`config.mk`:
```
export PLATFORM = sky130hd
export DESIGN_NAME = ahb_master_arbiter
export DESIGN_NICKNAME = d
export VERILOG_FILES = /design/src/rtl/ahb_master_arbiter.sv
export SDC_FILE = /design/constraint.sdc
export NUM_CORES = 1
export LEC_CHECK = 0
export CAP_MARGIN = 25
export CORE_MARGIN = 5
export CORE_UTILIZATION = 29
export DETAILED_ROUTE_END_ITERATION = 16
export SLEW_MARGIN = 10
export SYNTH_ARGS = -nofsm -noshare
export SYNTH_HDL_FRONTEND = slang
export SYNTH_SLANG_ARGS = --single-unit
```
`constraint.sdc`:
```
create_clock -name hclk -period 3.7 [get_ports hclk]
set_input_delay 0.925 -clock hclk [delete_from_list [all_inputs] [get_ports hclk]]
set_output_delay 0.925 -clock hclk [all_outputs]
set_load 0.05 [all_outputs]
```
`src/rtl/ahb_master_arbiter.sv`:
```
// rtl/ahb_master_arbiter.sv - round-robin multi-master AHB arbiter
// Registered one-hot grant plus address/data-phase owner pipeline; bursts and locked sequences are never broken.
module ahb_master_arbiter #(
  parameter int MST_NUM    = 3,
  parameter int DEF_MASTER = 0,
  localparam int MW        = $clog2(MST_NUM)
) (
  input  logic               hclk,
  input  logic               hresetn,
  input  logic [MST_NUM-1:0] hbusreq,
  input  logic [MST_NUM-1:0] hlock,
  input  logic [1:0]         htrans,
  input  logic [2:0]         hburst,
  input  logic               hready,
  output logic [MST_NUM-1:0] hgrant,
  output logic [MW-1:0]      hmaster,
  output logic [MW-1:0]      hmaster_data,
  output logic               hmastlock
);

  localparam logic [1:0] T_IDLE   = 2'b00;
  localparam logic [1:0] T_BUSY   = 2'b01;
  localparam logic [1:0] T_NONSEQ = 2'b10;
  localparam logic [1:0] T_SEQ    = 2'b11;
  localparam logic [2:0] B_INCR   = 3'b001;

  localparam logic [MST_NUM-1:0] ONE       = {{(MST_NUM-1){1'b0}}, 1'b1};
  localparam logic [MST_NUM-1:0] DEF_GRANT = ONE << DEF_MASTER;
  localparam logic [MW-1:0]      DEF_IDX   = MW'(DEF_MASTER);

  logic [3:0]    cnt;
  logic [MW-1:0] rr;
  logic [MW-1:0] grant_idx;
  logic [MW-1:0] win_idx;
  logic          win_found;
  logic [4:0]    burst_len;
  logic          last_beat;
  logic          lock_hold;
  logic          arb_en;

  always_comb begin
    grant_idx = '0;
    for (int i = 0; i < MST_NUM; i++) begin
      if (hgrant[i]) grant_idx = MW'(i);
    end
  end

  // burst_len of 0 marks undefined-length INCR
  always_comb begin
    burst_len = 5'd1;
    case (hburst[2:1])
      2'b00:   burst_len = hburst[0] ? 5'd0 : 5'd1;
      2'b01:   burst_len = 5'd4;
      2'b10:   burst_len = 5'd8;
      default: burst_len = 5'd16;
    endcase
  end

  always_comb begin
    last_beat = 1'b0;
    case (htrans)
      T_IDLE:   last_beat = 1'b1;
      T_NONSEQ: last_beat = (burst_len == 5'd1);
      T_SEQ:    last_beat = (cnt == 4'd1);
      default:  last_beat = 1'b0;
    endcase
    if ((htrans == T_NONSEQ || htrans == T_SEQ) && hburst == B_INCR && !hbusreq[hmaster])
      last_beat = 1'b1;
  end

  assign lock_hold = hlock[grant_idx];
  assign arb_en    = hready & last_beat & ~lock_hold;

  // Walk offsets from the far end so the nearest requester after rr wins; rr itself is offset MST_NUM
  always_comb begin
    int c;
    win_found = 1'b0;
    win_idx   = DEF_IDX;
    for (int i = MST_NUM; i >= 1; i--) begin
      c = (int'(rr) + i) % MST_NUM;
      if (hbusreq[c[MW-1:0]]) begin
        win_found = 1'b1;
        win_idx   = c[MW-1:0];
      end
    end
  end

  always_ff @(posedge hclk or negedge hresetn) begin
    if (!hresetn) begin
      hgrant       <= DEF_GRANT;
      hmaster      <= DEF_IDX;
      hmaster_data <= DEF_IDX;
      hmastlock    <= 1'b0;
      cnt          <= 4'd0;
      rr           <= DEF_IDX;
    end else if (hready) begin
      hmaster_data <= hmaster;
      hmaster      <= grant_idx;
      hmastlock    <= hlock[grant_idx];
      case (htrans)
        T_NONSEQ: cnt <= (burst_len == 5'd0) ? 4'd0 : 4'(burst_len - 5'd1);
        T_SEQ:    if (cnt != 4'd0) cnt <= cnt - 4'd1;
        T_BUSY:   cnt <= cnt;
        default:  cnt <= 4'd0;
      endcase
      if (arb_en) begin
        if (win_found) begin
          hgrant <= ONE << win_idx;
          rr     <= win_idx;
        end else begin
          hgrant <= DEF_GRANT;
        end
      end
    end
  end

endmodule

```
# Word level (Yosys, flattened, before mapping)
# Cells that the tools add are included.
word_totals:
  regBits: 14
  in_bits: 14
  output_inout_bits: 8
  wordCells: 70
op_classes:
  addsub: 5
  div: 3
  magnitude_cmp: 5
  eq_ne: 9
  n_shift: 1
  mux: 26
  bitwise: 4
  reduce_logical: 11
ops:
  columns: ["cell", "n"]
  rows:
  - ["32-bit by 3-bit remainder unit with 32-bit output (second input constant)", 3]
  - ["2-bit by 3-bit < comparator with 1-bit output (second input constant)", 5]
  - ["5-bit case mux with 3 select lines", 1]
  - ["4-bit case mux with 3 select lines", 1]
  - ["1-bit two-way mux", 11]
  - ["1-bit binary-select mux with 2-bit select", 5]
  - ["2-bit two-way mux", 4]
  - ["4-bit two-way mux", 2]
  - ["4-bit by 1-bit subtractor with 4-bit output (second input constant)", 2]
  - ["2-bit by 2-bit adder with 3-bit output (second input constant)", 2]
  - ["2-bit == test (second input constant)", 3]
  - ["3-bit AND reduction", 2]
  - ["5-bit by 1-bit == test with 1-bit output (second input constant)", 1]
  - ["5-bit zero test", 1]
  - ["2-bit by 1-bit == test with 1-bit output (second input constant)", 2]
  - ["4-bit by 1-bit == test with 1-bit output (second input constant)", 1]
  - ["2-bit zero test", 2]
  - ["4-bit nonzero test", 1]
  - ["2-bit by 1-bit adder with 3-bit output (second input constant)", 1]
  - ["3-bit by 1-bit == test with 1-bit output (second input constant)", 1]
  - ["3-bit two-way mux", 1]
  - ["1-bit case mux with 3 select lines", 1]
  - ["1-bit by 2-bit left shift with 3-bit output (first input constant)", 1]
  - ["1-bit AND", 2]
  - ["other kinds (6)", 8]

# Longest topological paths before layout
depth:
  word_depth: 9
  depth_mapped: 7
  depth_no_buf: 7

# Least setup slack after synthesis
# Ideal clock, no wire load.
synth_timing:
  kind: "input to register"
  from: "input hburst[2]"
  to: "register rr[1]"
  setup_time_ns: 0.134
  arrival_ns: 1.846
  t_required_ns: 3.566
  path_slack_ns: 1.720
  cell_stages: 5
  path_buffers: 0
  path_cell_list: "and4bb_1 > o221ai_2 > a211oi_4 > nand3_2 > mux2i_1"
synth_between:
  elab_chain_cells: 8
  elab_cells_between_ends: 13
  cone_classes: "4 x eq/ne; 3 x mux; 2 x bitwise; 4 x reduce/logical"
synth_rtl:
  columns: ["item", "line", "text"]
  rows:
  - ["start: declaration", "13", "input logic [2:0] hburst,"]
  - ["2-bit == test (tied with other cells)", "51", "case (hburst[2:1])"]
  - ["5-bit case mux with 3 select lines", "51", null]
  - ["5-bit by 1-bit == test with 1-bit output", "63", "T_NONSEQ: last_beat = (burst_len == 5'd1);"]
  - ["1-bit case mux with 3 select lines", "61", "case (htrans)"]
  - ["1-bit two-way mux (*)", "67", "if ((htrans == T_NONSEQ || htrans == T_SEQ) && hburst == B_INCR && !hbusreq[hmaster])"]
  - ["1-bit AND (*) (2 in a row)", "72", "assign arb_en = hready & last_beat & ~lock_hold;"]
  - ["3-bit AND reduction (no line) (*)", null, null]
  - ["end signal: assignment", "109", "rr <= win_idx;"]
  - ["end: declaration", "32", "logic [MW-1:0] rr;"]
# Every way passes the cells marked *; elsewhere a longest branch is shown, timed or not.
# A chain may end at the register's enable or synchronous reset.

# Worst setup path after layout
layout_timing:
  from: "register hgrant[0]"
  to: "output hgrant[0]"
layout_lines:
  columns: ["item", "line", "text"]
  rows:
  - ["start: declaration", "15", "output logic [MST_NUM-1:0] hgrant,"]
  - ["start signal: assignment", "108", "hgrant <= ONE << win_idx;"]
# No word-level cell between the ends.

==> flow_summary.json <==
{
  "post_cts_buffers": 0,
  "worst_ep_required_time_ns": 2.77,
  "critical_path.top_delay_family": "buffers and inverters",
  "die_y_um": 66.7,
  "grt_pass1_wl_um": 3390,
  "met1Wirelength_um": 929,
  "cap_violations": 0,
  "yosysUniqueCellTypes": 36,
  "grt_max_degree": 15,
  "final.period_utilization": 0.686,
  "n_antenna_cell": 0,
  "min_period_ns": 2.54,
  "synth-warning-count": 0,
  "rsz0062_at_grt": "no",
  "worstPathArrival_ns": 1.61,
  "hold_buffers": 0,
  "cp_max_fo": 2,
  "cts_root_buffer": "clkbuf_4",
  "critical_path_class": "flop to output pin",
  "p_per_area_nw_per_um2": 693,
  "layout_common_cells": "clkdlybuf4s50_1 (21), dfrtp_1 (13), inv_1 (12), o21ai_0 (9)",
  "nets": 138,
  "dp_hpwl_um": 1600,
  "synth_seq_cells": 14,
  "viasPerCell": 4.81,
  "async_flop_share": 1.00,
  "p_leak_nw": 0.513,
  "setup_viol": 0,
  "area.sequential_sq_um": 352,
  "dieArea_sq_um": 4450,
  "clk_pin_slew_worst_paths_ns": 0.09,
  "fillers": 312,
  "avgSynthCellArea_sq_um": 9.83,
  "path_cells": "clkdlybuf4s50_1",
  "yosysTopAreaCell": "dfrtp_1",
  "synth_top_area_frac": 0.349,
  "wl_um": 2020,
  "tns_ns": 0,
  "mappedNetlistNets": 114,
  "start_kind": "flop",
  "antenna_found_initial": 0,
  "finalNonFillerCells": 162,
  "syn_area_sq_um": 933,
  "core_area_sq_um": 3080,
  "status": "finished clean",
  "gr-total-overflow": 0,
  "clock_skew_ns": 0.00103,
  "vdd_drop_max_uv": 181,
  "tightest_slew_ns": 0.607,
  "cts_sinks": 14,
  "synth-main-ff-cell": "dfrtp_1",
  "cts_max_level": 1,
  "utilization": 0.397,
  "fp.dieW_um": 66.7,
  "start_util": 0.303,
  "synth_area_leaders": "dfrtp_1 (35%), ha_1 (6.7%), mux2i_1 (5.4%)",
  "cp_num_buf_inv": 1,
  "critPathMaxStageDelay_ns": 0.80,
  "ys_seq_area_frac": 0.377,
  "hold_viol": 0,
  "route.met2.wl_um": 956,
  "cts_resized": 0,
  "topRoutingLayerUsed": "met4",
  "multiInputGateArea_sq_um": 524,
  "num_vias": 779,
  "end_kind": "output pin",
  "layout_commonest_cell": "clkdlybuf4s50_1",
  "port_buffers": 21,
  "drt-initial-drc-count": 27,
  "clk_latency_ns": 0.27,
  "cts_buffers": 3,
  "cpMaxStageDelayCell": "clkdlybuf4s50_1",
  "slew_headroom": 0.594,
  "hold_path.class": "flop to flop",
  "tritoncts": "done",
  "dp.cells": 158,
  "gp_congestion": 0.855,
  "io_pins": 22,
  "synth_enable_flop_cells": 0,
  "wl_per_cell_um": 12.4,
  "drive_gt1_frac": 0.110,
  "rows": 20,
  "final-max-slew-violation-count": 0,
  "drcViolationCount": 0,
  "synthToLayoutAreaGrowth_pct": 31.0,
  "route.met3.wl_um": 116,
  "grtUsageTotal": 0.0996,
  "max-clock-path-buffers": 2,
  "dr.pass1.iters": 4,
  "synth_cells": 95,
  "fmax_mhz": 394,
  "antenna_left": 0,
  "grt_pass1_vias": 812
}
synthesized netlist by cell type (2+ instances only):
master	number
dfrtp_1	13
nor2b_1	3
nor2_1	3
o21ai_0	9
a211oi_1	2
inv_1	12
o31ai_1	3
mux2i_1	5
nand2_1	5
mux2_2	4
and4bb_1	2
ha_1	5
nand2b_1	2
nor3_1	3
maj3_1	2
a31oi_1	2
sequential cells by signal, indices dropped and copies added (netlist names):
register      count
hmaster           2
hgrant            3
hmaster_data      2
rr                2
hmastlock         1
cnt               4
metrics by stage:
step / worst slack (ns) / instance area (sq um) / hold slack (ns) / power (W)
after floorplan: 1.72 / 933 / 0.473 / 0.000595
after global placement: 1.13 / 1190 / 0.497 / 0.000737
after detailed placement: 1.07 / 1190 / 0.506 / 0.000744
after CTS: 1.15 / 1220 / 0.526 / 0.000856
after global routing: 1.10 / 1220 / 0.526 / 0.000906
final: 1.16 / 1220 / 0.507 / 0.000847
power breakdown:
group	leakage, nW	internal, W	switching (W)
Clock	0.0210	0.0000598	0.0000495
Sequential	0.176	0.000215	0.0000574
Combinational	0.315	0.000183	0.000282
Total	0.513	0.000458	0.000389
layout make-up:
cell class,count,share of cell area
multi-input combinational,67,0.429
sequential,14,0.288
timing repair buffer,21,0.172
tap,44,0.0450
inverter,12,0.0368
clock buffer,4,0.0297
routing by layer:
metal / global-route usage / vias up
met5: 0 / -
met2: 0.165 / 19
met4: 0.0254 / 0
met1: 0.119 / 364
li1: - / 394
met3: 0.0405 / 2
worst reg2reg max path: stages, from the launching register on:
cell	delay, ns
dfrtp_1	0.39
inv_1	0.05
ha_1	0.35
maj3_1	0.35
a22oi_1	0.20
nand3_2	0.13
mux2i_1	0.14
kinds of logic after synthesis:
family	count (synthesis)	share of synthesized area
buffers and inverters	14	0.0617
and+or+nand+nor	25	0.161
DFF	14	0.377
muxes	9	0.102
AOI/OAI and AO/OA	26	0.210
adders and majority gates	7	0.0885
final timing paths:
kind / end / cells after the start / slack, ns / startpoint
worst max-delay path: hgrant[0] / 1 / 1.16 / hgrant[0]
worst min-delay path: hgrant[0] / 2 / 0.51 / hgrant[0]
worst max register to register: rr[1] / 6 / 1.95 / rr[0]
worst min register to register: hgrant[0] / 2 / 0.51 / hgrant[0]
max in group asynchronous: hmastlock / 1 / 2.28 / hresetn
min in group asynchronous: hgrant[2] / 1 / 1.03 / hresetn
Note: power is estimated with default switching activity, not from simulation.
